$ cat src/rtl/nibble_serial_subtractor16_pkg.sv
// Shared widths and FSM encoding for the nibble-serial subtractor.
package nibble_serial_subtractor16_pkg;
  localparam int WIDTH_DEF = 16;
  localparam int SLICE_DEF = 4;

  typedef enum logic [1:0] {
    IDLE = 2'd0,
    RUN  = 2'd1,
    DONE = 2'd2
  } state_t;
endpackage

$ cat src/rtl/Ripple_carry_4bit.sv
// Four-bit ripple-carry adder slice: {cout, sum} = a + b + cin.
module Ripple_carry_4bit (
  input  logic [3:0] a,
  input  logic [3:0] b,
  input  logic       cin,
  output logic [3:0] sum,
  output logic       cout
);
  logic [4:0] c;

  assign c[0] = cin;

  for (genvar i = 0; i < 4; i++) begin : g_fa
    assign sum[i]   = a[i] ^ b[i] ^ c[i];
    assign c[i + 1] = (a[i] & b[i]) | (c[i] & (a[i] ^ b[i]));
  end

  assign cout = c[4];
endmodule

$ cat src/rtl/nibble_serial_subtractor16.sv
// Multi-cycle a - b: one 4-bit ripple slice reused LSB nibble first, valid/ready on both sides.
module nibble_serial_subtractor16
  import nibble_serial_subtractor16_pkg::*;
#(
  parameter int WIDTH = WIDTH_DEF,
  parameter int SLICE = SLICE_DEF
) (
  input  logic             clk,
  input  logic             rst,
  input  logic             in_valid,
  output logic             in_ready,
  input  logic [WIDTH-1:0] a,
  input  logic [WIDTH-1:0] b,
  output logic             out_valid,
  input  logic             out_ready,
  output logic [WIDTH-1:0] diff,
  output logic             borrow,
  output logic             overflow,
  output logic             zero
);
  localparam int NSLICE = WIDTH / SLICE;
  localparam int IDX_W  = (NSLICE > 1) ? $clog2(NSLICE) : 1;
  localparam logic [IDX_W-1:0] IDX_LAST = IDX_W'(NSLICE - 1);

  // Handshakes: a transfer happens on a rising edge where valid && ready;
  // in_ready is high only in IDLE, out_valid only in DONE, and a result is
  // never drained in the same cycle a new operand pair is accepted.

  state_t           state;
  logic [IDX_W-1:0] idx;
  logic             carry;
  logic [WIDTH-1:0] a_q;
  logic [WIDTH-1:0] b_q;

  logic [SLICE-1:0] slice_a;
  logic [SLICE-1:0] slice_nb;
  logic [SLICE-1:0] slice_s;
  logic             slice_cout;
  logic [WIDTH-1:0] diff_next;

  assign slice_a  = a_q[idx*SLICE +: SLICE];
  assign slice_nb = ~b_q[idx*SLICE +: SLICE];

  Ripple_carry_4bit u_slice (
    .a    (slice_a),
    .b    (slice_nb),
    .cin  (carry),
    .sum  (slice_s),
    .cout (slice_cout)
  );

  // Full diff as it will look after this edge's nibble lands; flags use it.
  always_comb begin
    diff_next = diff;
    diff_next[idx*SLICE +: SLICE] = slice_s;
  end

  assign in_ready  = (state == IDLE);
  assign out_valid = (state == DONE);

  always_ff @(posedge clk) begin
    if (rst) begin
      state    <= IDLE;
      idx      <= '0;
      carry    <= 1'b0;
      a_q      <= '0;
      b_q      <= '0;
      diff     <= '0;
      borrow   <= 1'b0;
      overflow <= 1'b0;
      zero     <= 1'b0;
    end else begin
      case (state)
        IDLE: begin
          if (in_valid) begin
            a_q   <= a;
            b_q   <= b;
            carry <= 1'b1;
            idx   <= '0;
            state <= RUN;
          end
        end
        RUN: begin
          diff  <= diff_next;
          carry <= slice_cout;
          idx   <= idx + IDX_W'(1);
          if (idx == IDX_LAST) begin
            state    <= DONE;
            borrow   <= ~slice_cout;
            overflow <= (a_q[WIDTH-1] != b_q[WIDTH-1]) &&
                        (diff_next[WIDTH-1] != a_q[WIDTH-1]);
            zero     <= (diff_next == '0);
          end
        end
        DONE: begin
          if (out_ready) begin
            state <= IDLE;
          end
        end
        default: state <= IDLE;
      endcase
    end
  end
endmodule

$ cat config.mk
export PLATFORM = sky130hd
export DESIGN_NAME = nibble_serial_subtractor16
export DESIGN_NICKNAME = d
export VERILOG_FILES = /design/src/rtl/nibble_serial_subtractor16_pkg.sv /design/src/rtl/Ripple_carry_4bit.sv /design/src/rtl/nibble_serial_subtractor16.sv
export SDC_FILE = /design/constraint.sdc
export NUM_CORES = 1
export LEC_CHECK = 0
export CORE_AREA = 2 2 96 98
export DETAILED_ROUTE_END_ITERATION = 12
export DIE_AREA = 0 0 98 100
export REMOVE_ABC_BUFFERS = 1
export SYNTH_ARGS = -nofsm -noshare
export SYNTH_HDL_FRONTEND = slang
export SYNTH_HIERARCHICAL = 1
export SYNTH_SLANG_ARGS = --single-unit
$ cat constraint.sdc
create_clock -name clk -period 3.7 [get_ports clk]
set_clock_uncertainty 0.05 [all_clocks]
set_input_delay 0.74 -clock clk [delete_from_list [all_inputs] [get_ports clk]]
set_output_delay 0.74 -clock clk [all_outputs]
set_load 0.02 [all_outputs]
**Word-level counts from Yosys, hierarchy flattened**

Index checks and enable logic that the tools add are counted.

- Output and inout port bits: 21
- Flip-flop bits (word level): 56
- Input port bits: 36
- Logic and storage cells: 62

- Multiplexer cells: 9
- Bitwise gates (word level): 22
- Equal/unequal tests: 8
- Add/subtract/negate cells: 2
- Shifts and indexed selects: 4
- Reductions and logical operators: 8

Operators with widths:

| kind | count |
|---|---|
| $neg A4 Y34 | 1 |
| $shift A4 B34 Y16 const A | 1 |
| $shiftx A4 B34 Y16 | 1 |
| $shiftx A16 B5 Y4 | 2 |
| $bwmux W16 | 1 |
| $logic_not A16 Y1 | 1 |
| $and A1 B1 Y1 | 8 |
| $mux W2 | 4 |
| $xor A1 B1 Y1 | 8 |
| $pmux W2 S3 | 1 |
| $reduce_and A2 Y1 | 3 |
| $eq A2 B2 Y1 const B | 2 |
| $ne A2 B2 Y1 const B | 2 |
| $not A4 Y4 | 1 |
| $or A1 B1 Y1 | 4 |
| $pmux W2 S2 | 1 |
| $reduce_and A3 Y1 | 1 |
| $add A2 B1 Y2 const B | 1 |
| $eq A2 B1 Y1 const B | 1 |
| $logic_not A2 Y1 | 1 |
| $ne A1 B1 Y1 | 2 |
| $ne A2 B1 Y1 const B | 1 |
| $pmux W1 S2 | 1 |
| $reduce_bool A2 Y1 | 1 |
| other kinds (3) | 3 |

**Longest topological paths before layout**

Gate-level depths: netlist (run 1).

- Depth in word-level cells: 14
- Depth in mapped cells: 14
- Mapped depth without buffers: 13

**Modules after synthesis**

The synthesis (run 1) kept the hierarchy.

Modules (own cells, without submodules):

| module | cells each | times used | area each (um^2) | sequential area each (um^2) |
|---|---|---|---|---|
| nibble_serial_subtractor16 | 285 | 1 | 2466.1 | 1121.1 |
| Ripple_carry_4bit | 14 | 1 | 117.6 | 0.0 |

**Worst setup path after synthesis (run 1)**

Ideal clock, no wire load.

- Kind: reg-to-reg
- From: register idx[0]
- To: register overflow
- Path buffers: 2
- Setup time: 91 ps
- Path slack: 169 ps
- Clock period less this slack: 3531 ps
- Cell stages (with the launch flop): 15
- Data required time: 3559 ps
- Arrival time: 3391 ps
- Cell sequence: dfxtp_1 buf_2 buf_2 mux4_2 fa_1 inv_1 fa_1 inv_1 fa_1 inv_1 fa_1 inv_1 a32oi_1 mux2i_1 a311oi_1

- Elaborated cells between the ends (all ways): 28
- Classes of those cells: add/sub: 1; eq/ne: 2; shift: 4; mux: 1; bitwise: 18; reduce/logical: 2

RTL lines:

| item | line | RTL |
|---|---|---|
| start: declaration | nibble_serial_subtractor16.sv:30 | `logic [IDX_W-1:0] idx;` |
| start signal: assignment | nibble_serial_subtractor16.sv:86 | `idx <= idx + IDX_W'(1);` |
| $shiftx A16 B5 Y4 (*) | nibble_serial_subtractor16.sv:41 | `assign slice_a = a_q[idx*SLICE +: SLICE];` |
| via slice_a[0] | nibble_serial_subtractor16.sv:35 | `logic [SLICE-1:0] slice_a;` |
| $xor A1 B1 Y1 | Ripple_carry_4bit.sv:15 | `assign c[i + 1] = (a[i] & b[i]) \| (c[i] & (a[i] ^ b[i]));` |
| $and A1 B1 Y1 | Ripple_carry_4bit.sv:15 |  |
| $or A1 B1 Y1 (*) | Ripple_carry_4bit.sv:15 |  |
| $and A1 B1 Y1 (*) | Ripple_carry_4bit.sv:15 |  |
| $or A1 B1 Y1 (*) | Ripple_carry_4bit.sv:15 |  |
| $and A1 B1 Y1 (*) | Ripple_carry_4bit.sv:15 |  |
| $or A1 B1 Y1 (*) | Ripple_carry_4bit.sv:15 |  |
| $xor A1 B1 Y1 (*) | Ripple_carry_4bit.sv:14 | `assign sum[i] = a[i] ^ b[i] ^ c[i];` |
| via slice_s[3] | nibble_serial_subtractor16.sv:37 | `logic [SLICE-1:0] slice_s;` |
| $shiftx A4 B34 Y16 (*) | nibble_serial_subtractor16.sv:55 | `diff_next[idx*SLICE +: SLICE] = slice_s;` |
| $bwmux W16 (*) | nibble_serial_subtractor16.sv:55 |  |
| $ne A1 B1 Y1 (*) | nibble_serial_subtractor16.sv:91 | `(diff_next[WIDTH-1] != a_q[WIDTH-1]);` |
| $logic_and A1 B1 Y1 (*) | nibble_serial_subtractor16.sv:90 | `overflow <= (a_q[WIDTH-1] != b_q[WIDTH-1]) &&` |
| end signal: assignment | nibble_serial_subtractor16.sv:90 |  |
| end: declaration | nibble_serial_subtractor16.sv:18 | `output logic overflow,` |

Mark *: on every way through the listed nets, which the timed path passes. The rest lies on a longest branch.
A chain may end at the register's enable or synchronous reset.

**Worst setup path in the final report (run 1)**

- From: register idx[0]
- To: register zero

- Word-level cells in the longest chain between the ends: 13
- Elaborated cells between the ends (all ways): 27
- Classes of those cells: add/sub: 1; eq/ne: 1; shift: 4; mux: 1; bitwise: 18; reduce/logical: 2

RTL lines:

| item | line | RTL |
|---|---|---|
| $shiftx A16 B5 Y4 (*) | nibble_serial_subtractor16.sv:42 | `assign slice_nb = ~b_q[idx*SLICE +: SLICE];` |
| $not A4 Y4 (*) | nibble_serial_subtractor16.sv:42 |  |
| via slice_nb[0] | nibble_serial_subtractor16.sv:36 | `logic [SLICE-1:0] slice_nb;` |
| $xor A1 B1 Y1 | Ripple_carry_4bit.sv:15 |  |
| $and A1 B1 Y1 | Ripple_carry_4bit.sv:15 |  |
| $or A1 B1 Y1 (*) | Ripple_carry_4bit.sv:15 |  |
| $and A1 B1 Y1 (*) | Ripple_carry_4bit.sv:15 |  |
| $or A1 B1 Y1 (*) | Ripple_carry_4bit.sv:15 |  |
| $and A1 B1 Y1 (*) | Ripple_carry_4bit.sv:15 |  |
| $or A1 B1 Y1 (*) | Ripple_carry_4bit.sv:15 |  |
| $xor A1 B1 Y1 (*) | Ripple_carry_4bit.sv:14 |  |
| via slice_s[3] | nibble_serial_subtractor16.sv:37 |  |
| $shiftx A4 B34 Y16 (*) | nibble_serial_subtractor16.sv:55 |  |
| $bwmux W16 (*) | nibble_serial_subtractor16.sv:55 |  |
| $logic_not A16 Y1 (*) | nibble_serial_subtractor16.sv:92 | `zero <= (diff_next == '0);` |
| end signal: assignment | nibble_serial_subtractor16.sv:92 |  |
| end: declaration | nibble_serial_subtractor16.sv:19 | `output logic zero` |

Marked as above.

==> flow_summary.yaml, run 1 <==
cells_and_area:
  layout_common_cells: "nand2_1 (68), dfxtp_1 (56), clkdlybuf4s50_1 (55), a21oi_1 (38), nor2_1 (21)"
  fin_area_mm2: 0.00335
  antennaDiodeCount: 0
  drive_gt1_frac: 0.0714
  final_common_cell: "nand2_1"
  fillers: 913
  multi_input_area_mm2: 0.00133
  seq_area_mm2: 0.00112
  finalNonFillerCells: 461
  area_growth_pct: 29.5
  nNetsFinal: 395
detailed_routing:
  drt_pre_antenna_iters: 5
  routed_wl_um: 5950
  num_vias: 2194
  drt-wirelength-per-cell_um: 12.9
  final_antenna_net_count: 0
  drt_iter0_markers: 85
  drc: 0
  drt-vias-per-instance: 4.76
floorplan:
  row_count: 35
  start_util: 0.291
  die_x_um: 98
  die_area_mm2: 0.00980
  ios: 57
  fp.dieH_um: 100
  core_area_mm2: 0.00889
setup_path:
  r2r_start: "idx[0]"
  cp-start-kind: "flop"
  rr_endpoint: "zero"
  crit_fanout: 12
  cp_data_arrival_time_ns: 3.63
  critPathCaptureType: "flop"
  crit_path_cell_trace: "buf_4, mux4_2, inv_1, fa_1, inv_1, fa_1, inv_1, fa_1, inv_1, fa_1, inv_1, nor3_1, o2111ai_1, o31ai_1"
  reg2reg_depth: 14
  crit_type: "reg -> reg"
  reg2reg_slack_ns: 0.25
  critPathRequiredTime_ns: 3.88
  crit_top_cell: "inv_1"
  slowest_delay_ns: 0.50
  cpMaxStageDelayCell: "mux4_2"
timing:
  final.min_clock_period_ns: 3.45
  slew_viol_final: 0
  clock.fmax_ghz: 0.290
  post-route-period-util: 0.931
  setup_slack_ns: 0.254
  hold_viol_final: 0
  setup_violations: 0
  tightestPinTransition_ns: 1.10
  rsz0062_at_grt: "no"
  setup_tns_ns: 0
  slew_headroom: 0.265
outcome:
  status: "complete, no violations"
place:
  dpl-instance-area_mm2: 0.00325
  pre_cts_slack_ns: 0.306
  post-place-cells: 453
  port_buffers: 56
  dpl.hpwl_um: 4380
  place_congestion: 0.864
yosys:
  synth_area_per_cell_um2: 8.64
  syn_area_mm2: 0.00258
  async_reset_ff_frac: 0
  ys_seq_area_frac: 0.434
  synth_edf_count: 0
  yosys_warnings: 6
  synth_flop_cell: "dfxtp_1"
  synth-seq-cells: 56
  postSynthCellCount: 299
  synth_cell_types: 34
pwr:
  cellLeakagePower_nw: 1.21
  vdd_drop_max_mv: 0.182
  power_mw: 1.27
  p_per_area_mw_per_mm2: 381
clocking:
  cts_buffers: 5
  insertion_delay_ns: 0.31
  cts_resized: 0
  cts_setup_buffers: 0
  cts_max_path_buffers: 2
  root_buffer: "clkbuf_8"
  cts_tree: "yes"
  htreeDepth: 2
  cts_sinks: 56
  postCtsHoldBufs: 0
  path_clk_slew_ns: 0.11
hold_path:
  min_to: "b_q[2]"
  worstHoldPathType: "reg -> reg"
  whs_path_depth: 2
  holdCritStartpoint: "b_q[2]"
global_routing:
  use_met1: 0.168
  grt_max_degree: 58
  grt.busiest_layer: "met2"
  use_met2: 0.209
  grt_usage: 0.126
  overflow: 0
  grt_pass1_vias: 2170
  grt_pass1_wl_um: 10200
  gr-usage-met3: 0.0286
  antenna_found_initial: 0
flow_run:
  max_cap_viol_count: 0
==> worst max path at each step <==
stage | start | endpoint | slack [ns] | depth (start not counted)
6_report | idx[0] | zero | 0.25 | 14
5_1_grt | idx[0] | overflow | 0.08 | 14
4_1_cts | idx[0] | zero | 0.27 | 14
3_5_place_dp | idx[0] | zero | 0.31 | 14
3_3_place_gp | idx[0] | overflow | 0.41 | 14
2_1_floorplan | idx[0] | overflow | 0.16 | 12
==> area by class of cell <==
cell class / count / share of cell area
Sequential cell: 56 / 0.335
Inverter: 17 / 0.0191
Clock buffer: 5 / 0.0206
Timing Repair Buffer: 61 / 0.177
Multi-Input combinational cell: 208 / 0.398
Tap cell: 111 / 0.0415
Clock inverter: 3 / 0.00860
==> report_power, final <==
group	leakage [nW]	total [mW]	switching [mW]	internal (mW)
clock network	0.0511	0.360	0.216	0.143
registers	0.458	0.653	0.0198	0.633
logic	0.705	0.262	0.148	0.114
total	1.21	1.27	0.384	0.891
==> cell families (layout without fill, tap and decap cells) <==
group | after synthesis | after routing | share of synthesized area
flops | 56 | 56 | 0.434
mux | 9 | 9 | 0.0736
simple gates | 121 | 121 | 0.212
compound gates | 68 | 68 | 0.169
buf+inv | 35 | 86 | 0.0523
fa+ha+maj | 10 | 10 | 0.0600
==> sequential cells by signal, indices dropped and copies added (netlist names) <==
name and cells:
diff 16, zero 1, carry 1, overflow 1, borrow 1, state 2
b_q 16, a_q 16, idx 2
==> per-layer routing <==
layer	share of wire	vias to the layer above
li1	-	1125
met1	0.47	1002
met2	0.47	58
met3	0.047	9
met4	0.012	0
met5	0	-
==> worst max-delay path, delay by kind of cell (launching register included) <==
family / cells / cell delay (ns)
AND/OR/NAND/NOR: 1 / 0.31
buffers and inverters: 6 / 0.59
multiplexers: 1 / 0.50
flip-flops: 1 / 0.39
adder cells (fa/ha/maj): 4 / 1.14
AO/OA/AOI/OAI: 2 / 0.38
==> cells in the mapped netlist, drive strengths merged, types with 5 or more instances <==
| cell type | number | share of area |
|---|---|---|
| ha | 6 | 0.029 |
| a21oi | 38 | 0.074 |
| mux4 | 8 | 0.070 |
| nor2b | 9 | 0.022 |
| dfxtp | 56 | 0.43 |
| nor3 | 5 | 0.0097 |
| inv | 17 | 0.025 |
| clkbuf | 14 | 0.020 |
| a22oi | 12 | 0.035 |
| nor2 | 21 | 0.031 |
| nand2 | 68 | 0.099 |
==> metrics by stage <==
| stage | hold WS [ns] | util |
|---|---|---|
| final | 0.411 | 0.376 |
| after global routing | 0.428 | 0.376 |
| after CTS | 0.413 | 0.376 |
| after detailed placement | 0.397 | 0.366 |
| after global placement | 0.394 | 0.366 |
| after floorplan | 0.377 | - |
Power figures use the tool's default switching activity.
==> inputs of run 2 (changes only) <==
--- a/config.mk
+++ b/config.mk
@@ -5,6 +5,7 @@
 export SDC_FILE = /design/constraint.sdc
 export NUM_CORES = 1
 export LEC_CHECK = 0
+export ABC_CLOCK_PERIOD_IN_PS = 3700
 export CORE_AREA = 2 2 96 98
 export DETAILED_ROUTE_END_ITERATION = 12
 export DIE_AREA = 0 0 98 100
@@ -13,3 +14,4 @@
 export SYNTH_HDL_FRONTEND = slang
 export SYNTH_HIERARCHICAL = 1
 export SYNTH_SLANG_ARGS = --single-unit
+export TNS_END_PERCENT = 10
==> results of run 2 <==
Same layout as run 1: the final DEF is identical, and so are final timing and power.
==> inputs of run 3 (changes only) <==
--- a/config.mk
+++ b/config.mk
@@ -12,6 +12,5 @@
 export REMOVE_ABC_BUFFERS = 1
 export SYNTH_ARGS = -nofsm -noshare
 export SYNTH_HDL_FRONTEND = slang
-export SYNTH_HIERARCHICAL = 1
 export SYNTH_SLANG_ARGS = --single-unit
 export TNS_END_PERCENT = 10
==> flow_summary.yaml, run 3 <==
outcome:
  status: "complete, no violations"
setup_path:
  startpoint: "idx[0]"
  cp_data_arrival_time_ns: 3.54
  cp-start-kind: "flop"
  crit_fanout: 17
  critPathRequiredTime_ns: 3.85
  critPathCaptureType: "flop"
  r2r_start: "idx[0]"
  reg2reg_slack_ns: 0.31
  crit_type: "reg -> reg"
  endpoint: "overflow"
  rr_endpoint: "overflow"
  reg2reg_depth: 12
yosys:
  synth_edf_count: 0
  postSynthCellCount: 291
  synth_top_area_share: 0.439
  synth_cell_types: 42
  synth_area_per_cell_um2: 8.78
  async_reset_ff_frac: 0
  yosysMostFrequentCell: "nand2_1"
  synth_flop_cell: "dfxtp_1"
  ys_top_cells_by_area: "dfxtp_1 (44%), nand2_1 (11%), a21oi_1 (7.6%)"
  synth-seq-cells: 56
  synth_top_area_cell: "dfxtp_1"
  ys_seq_area_frac: 0.439
  syn_area_mm2: 0.00255
  yosys_warnings: 0
  synth_common_cells: "nand2_1 (74), dfxtp_1 (56), a21oi_1 (39), nor2_1 (20)"
timing:
  post-route-period-util: 0.916
  slew_viol_final: 0
  hold_viol_final: 0
  setup_violations: 0
  rsz0062_at_grt: "no"
  setup_tns_ns: 0
  clock.fmax_ghz: 0.295
  tightestPinTransition_ns: 1.06
  slew_headroom: 0.290
  holdWs_ns: 0.411
  final.min_clock_period_ns: 3.39
cells_and_area:
  finalNonFillerCells: 454
  nNetsFinal: 388
  reg_top3: "a_q: 16 flops, b_q: 16 flops, diff: 16 flops"
  layout_common_cells: "nand2_1 (74), dfxtp_1 (56), clkdlybuf4s50_1 (55), a21oi_1 (39), nor2_1 (20)"
  area_growth_pct: 30.6
  final_common_cell: "nand2_1"
  finish.utilization: 0.375
  drive_gt1_frac: 0.0816
  antennaDiodeCount: 0
pwr:
  power_mw: 1.36
  vdd_drop_max_mv: 0.148
  cellLeakagePower_nw: 1.19
  p_per_area_mw_per_mm2: 407
clocking:
  cts_setup_buffers: 0
  postCtsHoldBufs: 0
  cts_resized: 0
  root_buffer: "clkbuf_8"
  htreeDepth: 2
  cts_buffers: 5
  cts_max_path_buffers: 2
  path_clk_slew_ns: 0.10
  cts_sinks: 56
  insertion_delay_ns: 0.31
  cts_tree: "yes"
floorplan:
  row_count: 35
  ios: 57
  die_area_mm2: 0.00980
  start_util: 0.287
  core_area_mm2: 0.00889
  die_x_um: 98
  fp.dieH_um: 100
detailed_routing:
  drc: 0
  drt_iter0_markers: 74
  final_antenna_net_count: 0
  num_vias: 2165
  drt_pre_antenna_iters: 4
  drt-wirelength-per-cell_um: 13.4
  routed_wl_um: 6080
  drt-vias-per-instance: 4.77
global_routing:
  grt_usage: 0.124
  grt_pass1_wl_um: 10000
  overflow: 0
  grt_pass1_vias: 2099
  grt_max_degree: 42
  antenna_found_initial: 0
place:
  post-place-cells: 446
  place_congestion: 0.922
  port_buffers: 56
  dpl.hpwl_um: 4650
hold_path:
  worstHoldPathType: "reg -> reg"
  holdCritStartpoint: "a_q[4]"
flow_run:
  max_cap_viol_count: 0
[run 3: cell types whose count changed in the layout (fill, tap and decap cells not counted), sizes merged, moves of 3 or more]
| cell | change |
|---|---|
| inv | -10 |
| nor2b | -7 |
| nand2 | +6 |
| a211oi | -3 |
| a31oi | -4 |
| and4bb | +3 |
[run 3: how the worst min path moves through the flow]
stage | end | cells past startpoint
detailed placement | a_q[4] | 2
finish | a_q[4] | 2
global route | b_q[3] | 2
CTS | a_q[4] | 2
global placement | a_q[6] | 2
floorplan | a_q[10] | 2
[run 3: metrics by stage]
| step | area, um^2 | setup slack [ns] |
|---|---|---|
| floorplan | 2480 | 0.0874 |
| global placement | 3210 | 0.427 |
| detailed placement | 3210 | 0.322 |
| CTS | 3340 | 0.314 |
| global route | 3340 | 0.110 |
| finish | 3340 | 0.312 |
[run 3: power breakdown]
part / internal [mW] / switching, mW / leakage [nW] / total (mW)
Sequential: 0.633 / 0.0211 / 0.458 / 0.655
Clock: 0.239 / 0.199 / 0.0645 / 0.438
Combinational: 0.122 / 0.142 / 0.672 / 0.264
[run 3: final cells by class]
cell class	instances	area (um^2)
Tap cell	111	139
Sequential cell	56	1120
Timing Repair Buffer	60	586
Multi-Input combinational cell	209	1330
Clock inverter	1	30.0
Inverter	10	37.5
Fill cell	920	5550
Clock buffer	7	96.3
[run 3: routing by layer]
metal | GRT usage | vias up | share of wire
li1 | - | 1109 | -
met1 | 0.159 | 996 | 0.48
met2 | 0.211 | 50 | 0.47
met3 | 0.0272 | 10 | 0.038
met4 | 0.0331 | 0 | 0.014
met5 | 0 | - | 0
[run 3: cell families (layout without fill, tap and decap cells)]
group	after synthesis	after routing	share of synthesized area
adders and majority gates	10	10	0.0607
DFF	56	56	0.439
and+or+nand+nor	126	126	0.230
AOI/OAI and AO/OA	65	65	0.155
muxes	8	8	0.0705
buffers and inverters	26	78	0.0446
[run 3: worst max-delay path: stages, from the launching register on]
cell and delay [ns]:
dfxtp_1 0.37, buf_4 0.26, mux4_2 0.53, inv_1 0.08
fa_1 0.15, inv_1 0.05, fa_1 0.35, inv_1 0.07
fa_1 0.19, fa_1 0.53, a21oi_2 0.25, nor3b_1 0.08
o311a_1 0.33
